==> config.mk <==
export PLATFORM = sky130hd
export DESIGN_NAME = reorder_ctrl
export DESIGN_NICKNAME = d
export VERILOG_FILES = /design/src/rtl/reorder_pkg.sv /design/src/rtl/reorder_perf_cnt.sv /design/src/rtl/reorder_ctrl.sv
export SDC_FILE = /design/constraint.sdc
export NUM_CORES = 1
export LEC_CHECK = 0
export BUFFER_PORTS_ARGS = -buffer_cell sky130_fd_sc_hd__buf_2
export CORE_ASPECT_RATIO = 0.75
export CORE_MARGIN = 4
export CORE_UTILIZATION = 44
export DETAILED_ROUTE_END_ITERATION = 8
export PLACE_DENSITY_LB_ADDON = 0.25
export RECOVER_POWER = 25
export SETUP_SLACK_MARGIN = 0.15
export SLEW_MARGIN = 10
export SYNTH_ARGS = -nofsm -noshare
export SYNTH_HDL_FRONTEND = slang
export SYNTH_HIERARCHICAL = 1
export SYNTH_SLANG_ARGS = --single-unit
==> constraint.sdc <==
create_clock -name clk_i -period 5.5 [get_ports clk_i]
set_clock_uncertainty 0.1 [all_clocks]
set_input_delay 1.1 -clock clk_i [delete_from_list [all_inputs] [get_ports clk_i]]
set_output_delay 1.1 -clock clk_i [all_outputs]
set_load 0.02 [all_outputs]
==> src/rtl/reorder_pkg.sv <==
// reorder_pkg: shared types and helpers for the memory-op reorder slot
// controller.
//   fu_t            - functional-unit code. It uses the same numbering as the
//                     core's issue-stage encoding.
//   reorder_state_e - controller states: IDLE, HOLD and DRAIN.
//   is_mem_op()     - true for a LOAD or STORE.
//   is_barrier()    - true for any control-flow or CSR instruction. No younger
//                     op may overtake a parked memory op across one of these.
package reorder_pkg;

  localparam int unsigned FU_W = 4;

  typedef enum logic [FU_W-1:0] {
    NONE      = 4'd0,
    LOAD      = 4'd1,
    STORE     = 4'd2,
    ALU       = 4'd3,
    CTRL_FLOW = 4'd4,
    MULT      = 4'd5,
    CSR       = 4'd6,
    FPU       = 4'd7,
    FPU_VEC   = 4'd8,
    CVXIF     = 4'd9,
    ACCEL     = 4'd10
  } fu_t;

  typedef enum logic [1:0] {
    IDLE  = 2'd0,
    HOLD  = 2'd1,
    DRAIN = 2'd2
  } reorder_state_e;

  function automatic logic is_mem_op(fu_t fu);
    return (fu == LOAD) || (fu == STORE);
  endfunction

  function automatic logic is_barrier(fu_t fu, logic ctrl_flow);
    return ctrl_flow || (fu == CTRL_FLOW) || (fu == CSR);
  endfunction

endpackage

==> src/rtl/reorder_perf_cnt.sv <==
// reorder_perf_cnt: a CNT_W-bit event counter that saturates at all-ones.
// Reset clears it. It is not cleared in any other way.
//   clk_i  - clock
//   rst_ni - asynchronous active-low reset
//   inc_i  - count one event this cycle
//   cnt_o  - current count
module reorder_perf_cnt
  import reorder_pkg::*;
#(
  parameter int unsigned CNT_W = 32
) (
  input  logic             clk_i,
  input  logic             rst_ni,
  input  logic             inc_i,
  output logic [CNT_W-1:0] cnt_o
);

  logic [CNT_W-1:0] cnt_q, cnt_d;

  always_comb begin
    cnt_d = cnt_q;
    if (inc_i && (cnt_q != {CNT_W{1'b1}})) begin
      cnt_d = cnt_q + 1'b1;
    end
  end

  always_ff @(posedge clk_i or negedge rst_ni) begin
    if (!rst_ni) begin
      cnt_q <= '0;
    end else begin
      cnt_q <= cnt_d;
    end
  end

  assign cnt_o = cnt_q;

endmodule

==> src/rtl/reorder_ctrl.sv <==
// reorder_ctrl: sequencing controller for the issue-stage memory-op reorder
// slot.
//
// A LOAD or STORE may be parked in the slot. While it is parked, younger
// non-memory ops may overtake it. The swap budget and the hold timeout limit
// this, so the parked op cannot starve.
//
// Ports:
//   clk_i, rst_ni            - clock and asynchronous active-low reset
//   flush_i                  - pipeline flush. It returns the controller to IDLE.
//   debug_req_i              - suspends reordering and forces the slot to drain
//   in_valid_i/in_fu_i/in_is_ctrl_flow_i/in_ack_i - incoming instruction
//   buf_valid_i/buf_fu_i     - occupancy of the reorder slot and its unit
//   lsu_ready_i              - the LSU can take an op
//                              (while it can, swapping is pointless)
//   hazard_i                 - register dependency between the incoming op
//                              and the slot entry
//   swap_en_o                - the incoming op may bypass the slot this cycle
//   fill_en_o                - a memory op may be parked in the slot
//   drain_o                  - the slot must be emptied
//   swap_cnt_o/stall_cnt_o/timeout_cnt_o - saturating performance counters
//
// Build option: define REORDER_PERF_CNT_EN to implement the three
// performance counters. Without it, the counter outputs are tied to zero.
// The FSM behaviour is the same in both builds.
module reorder_ctrl
  import reorder_pkg::*;
#(
  parameter int unsigned MAX_SWAPS = 4,
  parameter int unsigned MAX_HOLD  = 16,
  parameter int unsigned CNT_W     = 32
) (
  input  logic             clk_i,
  input  logic             rst_ni,
  input  logic             flush_i,
  input  logic             debug_req_i,
  input  logic             in_valid_i,
  input  logic [FU_W-1:0]  in_fu_i,
  input  logic             in_is_ctrl_flow_i,
  input  logic             in_ack_i,
  input  logic             buf_valid_i,
  input  logic [FU_W-1:0]  buf_fu_i,
  input  logic             lsu_ready_i,
  input  logic             hazard_i,
  output logic             swap_en_o,
  output logic             fill_en_o,
  output logic             drain_o,
  output logic [CNT_W-1:0] swap_cnt_o,
  output logic [CNT_W-1:0] stall_cnt_o,
  output logic [CNT_W-1:0] timeout_cnt_o
);

  localparam int unsigned SWAP_W = 4;  // holds MAX_SWAPS up to 15
  localparam int unsigned HOLD_W = 8;  // holds MAX_HOLD up to 255

  reorder_state_e    state_q, state_d;
  logic [SWAP_W-1:0] swaps_q, swaps_d;
  logic [HOLD_W-1:0] hold_q, hold_d;

  logic in_mem, in_barrier, buf_mem;
  logic swap_ok, timeout;

  assign in_mem     = is_mem_op(fu_t'(in_fu_i));
  assign in_barrier = is_barrier(fu_t'(in_fu_i), in_is_ctrl_flow_i);
  assign buf_mem    = is_mem_op(fu_t'(buf_fu_i));

  // Swapping only helps while the LSU is busy. Debug suspends all reordering.
  assign swap_ok = in_valid_i && !in_mem && !in_barrier && !lsu_ready_i &&
                   !hazard_i && !debug_req_i &&
                   (swaps_q < SWAP_W'(MAX_SWAPS));

  // The timeout is judged on the incremented hold count. A memory op is
  // therefore parked for at most MAX_HOLD-1 HOLD cycles.
  assign timeout = (hold_q == HOLD_W'(MAX_HOLD - 2));

  always_comb begin
    state_d   = state_q;
    swaps_d   = swaps_q;
    hold_d    = hold_q;
    swap_en_o = 1'b0;
    fill_en_o = 1'b0;
    drain_o   = 1'b0;

    case (state_q)
      IDLE: begin
        fill_en_o = !debug_req_i;
        if (buf_valid_i) begin
          state_d = buf_mem ? HOLD : DRAIN;
        end
      end
      HOLD: begin
        swap_en_o = swap_ok;
        swaps_d   = swaps_q + SWAP_W'(swap_ok && in_ack_i);
        hold_d    = hold_q + 1'b1;
        // If the slot has emptied there is nothing to drain, so this check
        // takes priority over the DRAIN triggers.
        if (!buf_valid_i) begin
          state_d = IDLE;
        end else if ((swaps_d == SWAP_W'(MAX_SWAPS)) || timeout ||
                     (in_valid_i && in_barrier) || debug_req_i) begin
          state_d = DRAIN;
        end
      end
      DRAIN: begin
        drain_o = 1'b1;
        if (!buf_valid_i && !debug_req_i) begin
          state_d = IDLE;
        end
      end
      default: state_d = IDLE;
    endcase

    if (state_d == IDLE) begin
      swaps_d = '0;
      hold_d  = '0;
    end

    // A flush overrides the next state. This cycle's outputs above still
    // follow the current state.
    if (flush_i) begin
      state_d = IDLE;
      swaps_d = '0;
      hold_d  = '0;
    end
  end

  always_ff @(posedge clk_i or negedge rst_ni) begin
    if (!rst_ni) begin
      state_q <= IDLE;
      swaps_q <= '0;
      hold_q  <= '0;
    end else begin
      state_q <= state_d;
      swaps_q <= swaps_d;
      hold_q  <= hold_d;
    end
  end

`ifdef REORDER_PERF_CNT_EN
  // Events: [0] a swap is taken, [1] a HOLD cycle stalled on the LSU,
  // [2] a hold timeout occurs.
  logic [2:0]       cnt_inc;
  logic [CNT_W-1:0] cnt_val [3];

  assign cnt_inc[0] = swap_en_o && in_ack_i;
  assign cnt_inc[1] = (state_q == HOLD) && !lsu_ready_i && !swap_en_o;
  assign cnt_inc[2] = (state_q == HOLD) && buf_valid_i && timeout;

  for (genvar gi = 0; gi < 3; gi++) begin : g_perf_cnt
    reorder_perf_cnt #(
      .CNT_W(CNT_W)
    ) i_perf_cnt (
      .clk_i (clk_i),
      .rst_ni(rst_ni),
      .inc_i (cnt_inc[gi]),
      .cnt_o (cnt_val[gi])
    );
  end

  assign swap_cnt_o    = cnt_val[0];
  assign stall_cnt_o   = cnt_val[1];
  assign timeout_cnt_o = cnt_val[2];
`else
  assign swap_cnt_o    = '0;
  assign stall_cnt_o   = '0;
  assign timeout_cnt_o = '0;
`endif

endmodule

# Word level (Yosys, flattened, before mapping)
# Cells that the tools add are included.
# op_classes
eq_ne	10
n_shift	0
add_sub_neg	2
div_mod_pow	0
n_lt_le_gt_ge	1
mul	0
muxes	16
n_reduce_logical	25
bitwise_logic	0
# ops
operator	n
$mux W8	3
$eq A4 B3 Y1 const B	3
$mux W2	6
$mux W4	3
$logic_and A1 B1 Y1	9
$add A8 B1 Y8 const B	1
$eq A4 B1 Y1 const B	2
$eq A4 B2 Y1 const B	2
$eq A8 B4 Y1 const B	1
$logic_or A1 B1 Y1	7
$logic_not A1 Y1	6
$pmux W2 S3	1
$add A4 B1 Y4	1
$logic_not A2 Y1	2
$lt A4 B3 Y1 const B	1
$mux W1	3
$reduce_bool A3 Y1	1
$eq A2 B1 Y1 const B	1
$eq A2 B2 Y1 const B	1
# word_totals
mem_bits_rw	0
mem_count	0
word_cells	57
latch_bits	0
ff_bits	14
mem_bits_ro	0

# Logic depth before layout (Yosys ltp)
# logic_depth
depth_word	21
ltp_mapped	10

# Worst setup path after synthesis
# OpenSTA, ideal clock, no wires.
# synth_timing
path_type	input -> output
from	input port debug_req_i
to	output port swap_en_o
setup_slack_ns	2.458
path_stages	3
arrival_time_ns	1.842
n_path_buf	0
cell_sequence	nor4_1 > o2111ai_1 > nor2b_1
# synth_via
elab_chain_len	4
# synth_rtl
element	line_no	text
from (decl)	reorder_ctrl.sv:36	input logic debug_req_i,
$logic_not A1 Y1	reorder_ctrl.sv:69	!hazard_i && !debug_req_i &&
$logic_and A1 B1 Y1 (2 in a row)	reorder_ctrl.sv:69	
$mux W1	reorder_ctrl.sv:84	case (state_q)
to (decl)	reorder_ctrl.sv:45	output logic swap_en_o,
# Every way passes these cells.

# Worst setup path after layout
# Same ends and word-level chain as after synthesis.

==> Flow_metrics.wiki <==
{| class="wikitable"
! Metric !! Value
|-
| Cell with the most instances on the worst path || sky130_fd_sc_hd__buf_2
|-
| Tot Pwr || between 200 and 300 uW
|-
| Count of endpoints failing hold in the final timing report || 0
|-
| Filler Cell Count || between 300 and 400
|-
| Worst setup margin || about 2300 ps
|-
| Mean Syn Cell Area || around 8.4 um2
|-
| Min-delay worst type || flop to flop
|-
| Die Wd || around 77 um
|-
| Compound-cell area share of the yosys netlist || 0.07070
|-
| Die H || about 60 um
|-
| Root buffer selected by CTS || sky130_fd_sc_hd__clkbuf_8
|-
| Setup repair after global routing missed its margin || false
|-
| Detailed-route wire length per cell || 9.821 um
|-
| Max layer used || met3
|-
| Buffers & Inverters on Critical Path || 2
|-
| Met2 wire len || between 1000 and 1500 um
|-
| Slowest cell on the critical path || sky130_fd_sc_hd__nor4_1
|-
| Family with the most delay on the worst path || simple AND/OR/NAND/NOR gates
|-
| Clock-pin slew on the worst setup and hold paths || 50 ps
|-
| Number of endpoints failing setup at the final stage || 0
|-
| Main combinational cell family by area after synthesis || buffers and inverters
|-
| Outcome || finished, final reports clean
|-
| Kind of start point of the critical path || input pin
|-
| CTS tree || yes
|-
| Worst-case headroom to the max-slew limit || 0.4739
|-
| Io pins || between 100 and 150
|-
| Leading cell types by total area after synthesis || sky130_fd_sc_hd__buf_4, sky130_fd_sc_hd__dfrtp_1, sky130_fd_sc_hd__nor2_1
|-
| Final cell utilization of the core || 0.4226
|-
| Cell type with the highest aggregate area in the netlist || sky130_fd_sc_hd__buf_4
|-
| Total number of placement rows || 18
|-
| Number of H-tree levels || 1
|-
| Final worst path period need || 3187 ps
|-
| Maximum number of pins on one net before global-route repair || 15
|-
| Final total negative setup slack || 0 ps
|-
| Xor/xnor share of the synthesized area || 0.04949
|-
| Maximum VDD drop || 0.1035 mV
|-
| CP Class || input pin to output port
|-
| HPWL after detailed placement || between 2000 and 2500 um
|-
| Final ANT Viol Nets || 0
|-
| Number of vias per cell after detailed routing || around 3.8
|-
| Number of antenna violations at the first check in global routing || 0
|-
| Fraction of the mapped netlist area in adder cells || 0.03142
|-
| Power Density || between 150 and 200 nW/um2
|-
| Overall fraction of global-route tracks in use || 0.09210
|-
| Period utilisation layout || 0.5795
|-
| Critical path required time || between 4000 and 5000 ps
|-
| 1st-iter DRT viols || 45
|-
| Post-Synthesis Cells || around 190
|-
| Starting density of the core || 0.4715
|-
| Core box area || ~3400 um2
|-
| Die Area || between 4000 and 5000 um2
|-
| Netlist area before placement || 1593 um2
|-
| Placer Congestion || between 0.7 and 0.8
|-
| Number of library cell types mapped by synthesis || 34
|-
| Count of pins over their slew limit || 0
|-
| Commonest cells after routing, fill and taps aside || sky130_fd_sc_hd__conb_1, sky130_fd_sc_hd__buf_2, sky130_fd_sc_hd__nor2_1, sky130_fd_sc_hd__dfrtp_1
|-
| Number of global-route vias before repair || around 730
|-
| Slew of the pin with the lowest slew margin || 789.2 ps
|-
| Highest attainable clock frequency || ~310 MHz
|-
| Clock sink count || 14
|-
| Synthesis-stage register bit count || 14
|-
| Number of nets in the layout || roughly 230
|-
| Total clock buffers created by CTS || 3
|-
| Syn. warnings || 6
|-
| Max-cap violations || 0
|-
| Pre-CTS WS || ~2200 ps
|-
| Simple-gate share of the synthesized area || 0.1375
|-
| Layout cell share with drive strength beyond 1 || 0.1232
|-
| Number of detailed-route iterations in the first pass || 3
|-
| Routed wl met3 || ~310 um
|-
| Sequential share of the synthesized area || 0.2200
|-
| Ant. Diodes || 0
|-
| Share of the synthesized area in the top cell type || 0.4572
|-
| Clock Tree Buf Depth || 2
|-
| Most common cell after layout, fill and taps aside || sky130_fd_sc_hd__conb_1
|-
| Source-to-sink clock delay at the later pin of the worst-skew pair || 240 ps
|-
| Setup Buffers After CTS || 0
|-
| Arrival @ worst endpoint || 1990 ps
|-
| Routed wire length || 2465 um
|-
| Cell-by-cell listing of the critical path || buf_2 -> nor4_1 -> o2111ai_1 -> nor2b_1 -> buf_2
|-
| PortBufs || 20
|-
| CP max FO || 4
|-
| Leakage power || around 0.8 nW
|-
| Detailed-route via count || about 950
|-
| Synth-to-layout area growth || -10.37%
|-
| Share of cell area taken by muxes after synthesis || 0.01885
|-
| Endpoint kind of the worst setup timing path || output port
|-
| Remaining routing DRC violations || 0
|-
| Global route total overflow || 0
|-
| Number of buffers inserted for hold repair after clock tree synthesis || 0
|-
| Met1 routed wirelength after detailed routing || roughly 1000 um
|-
| Post-cts sizing count || 0
|-
| First-pass GRT wire length || around 3300 um
|-
| Crit path largest cell delay || between 200 and 300 ps
|}
[Yosys cell counts (all sizes together)]
master	count
a2111oi	1
a211o	2
a211oi	1
a21oi	4
a41oi	1
and3b	1
and4bb	1
buf	98
conb	1
dfrtp	14
ha	4
inv	4
mux2i	3
nand2	5
nand2b	1
nand3	2
nand4	1
nand4b	1
nor2	14
nor2b	2
nor3	5
nor3b	1
nor4	2
nor4b	1
o2111ai	1
o211ai	1
o21ai	4
o41ai	1
or3	2
or4b	1
xnor2	4
xor2	5
[cell type report]
class,instances,area [um2],share of cell area
timing repair buffer,21,106.4,0.07450
sequential,14,350.3,0.2454
multi-input combinational,168,850.8,0.5960
tap,40,50.05,0.03506
inverter,4,15.01,0.01052
clock buffer,4,55.05,0.03856
[report_power, final]
group / switching [mW] / internal, mW / leakage (nW)
combinational: 0.0711 / 0.0100 / 0.571
clock: 0.0356 / 0.0633 / 0.0288
sequential: 0.00151 / 0.104 / 0.194
[registers in the layout, indices dropped and copies added (netlist names)]
| register | count |
|---|---|
| hold_q | 8 |
| state_q | 2 |
| swaps_q | 4 |
[worst min-delay path, delay by kind of cell (launching register included)]
| kind | cells | cell delay, ps |
|---|---|---|
| DFF | 1 | 350 |
| and+or+nand+nor | 1 | 80 |
| muxes | 1 | 70 |
[worst paths after layout]
check / from / slack (ps) / cells after the start / to
max: debug_req_i / 2310 / 5 / swap_en_o
min reg2reg: swaps_q[0]$_DFFE_PN0P_ / 440 / 2 / swaps_q[0]$_DFFE_PN0P_
max reg2reg: swaps_q[3]$_DFFE_PN0P_ / 3020 / 8 / state_q[0]$_DFF_PN0_
max in group asynchronous: rst_ni / 3990 / 1 / swaps_q[3]$_DFFE_PN0P_
min: swaps_q[0]$_DFFE_PN0P_ / 440 / 2 / swaps_q[0]$_DFFE_PN0P_
min in group asynchronous: rst_ni / 810 / 1 / hold_q[5]$_DFFE_PN0P_
[per-layer routing]
layer,GRT usage,vias up
li1,-,474
met1,0.1181,419
met2,0.1427,61
met3,0.04518,0
met4,0.01523,0
met5,0,-
[metrics by stage]
step                hold slack, ps  instance area (um2)  std cells
floorplan                    392.8                 1949        284
global placement             421.8                 1374        247
detailed placement           435.1                 1374        247
CTS                          448.4                 1429        251
global route                 507.0                 1428        251
finish                       438.7                 1428        251
[kinds of logic after synthesis]
kind of cell,Yosys count
compound gates,16
xor+xnor,9
fa+ha+maj,4
buf+inv,102
flops,14
mux,3
other cells,1
simple gates,40
No activity file was read; power rests on OpenSTA's default activity.
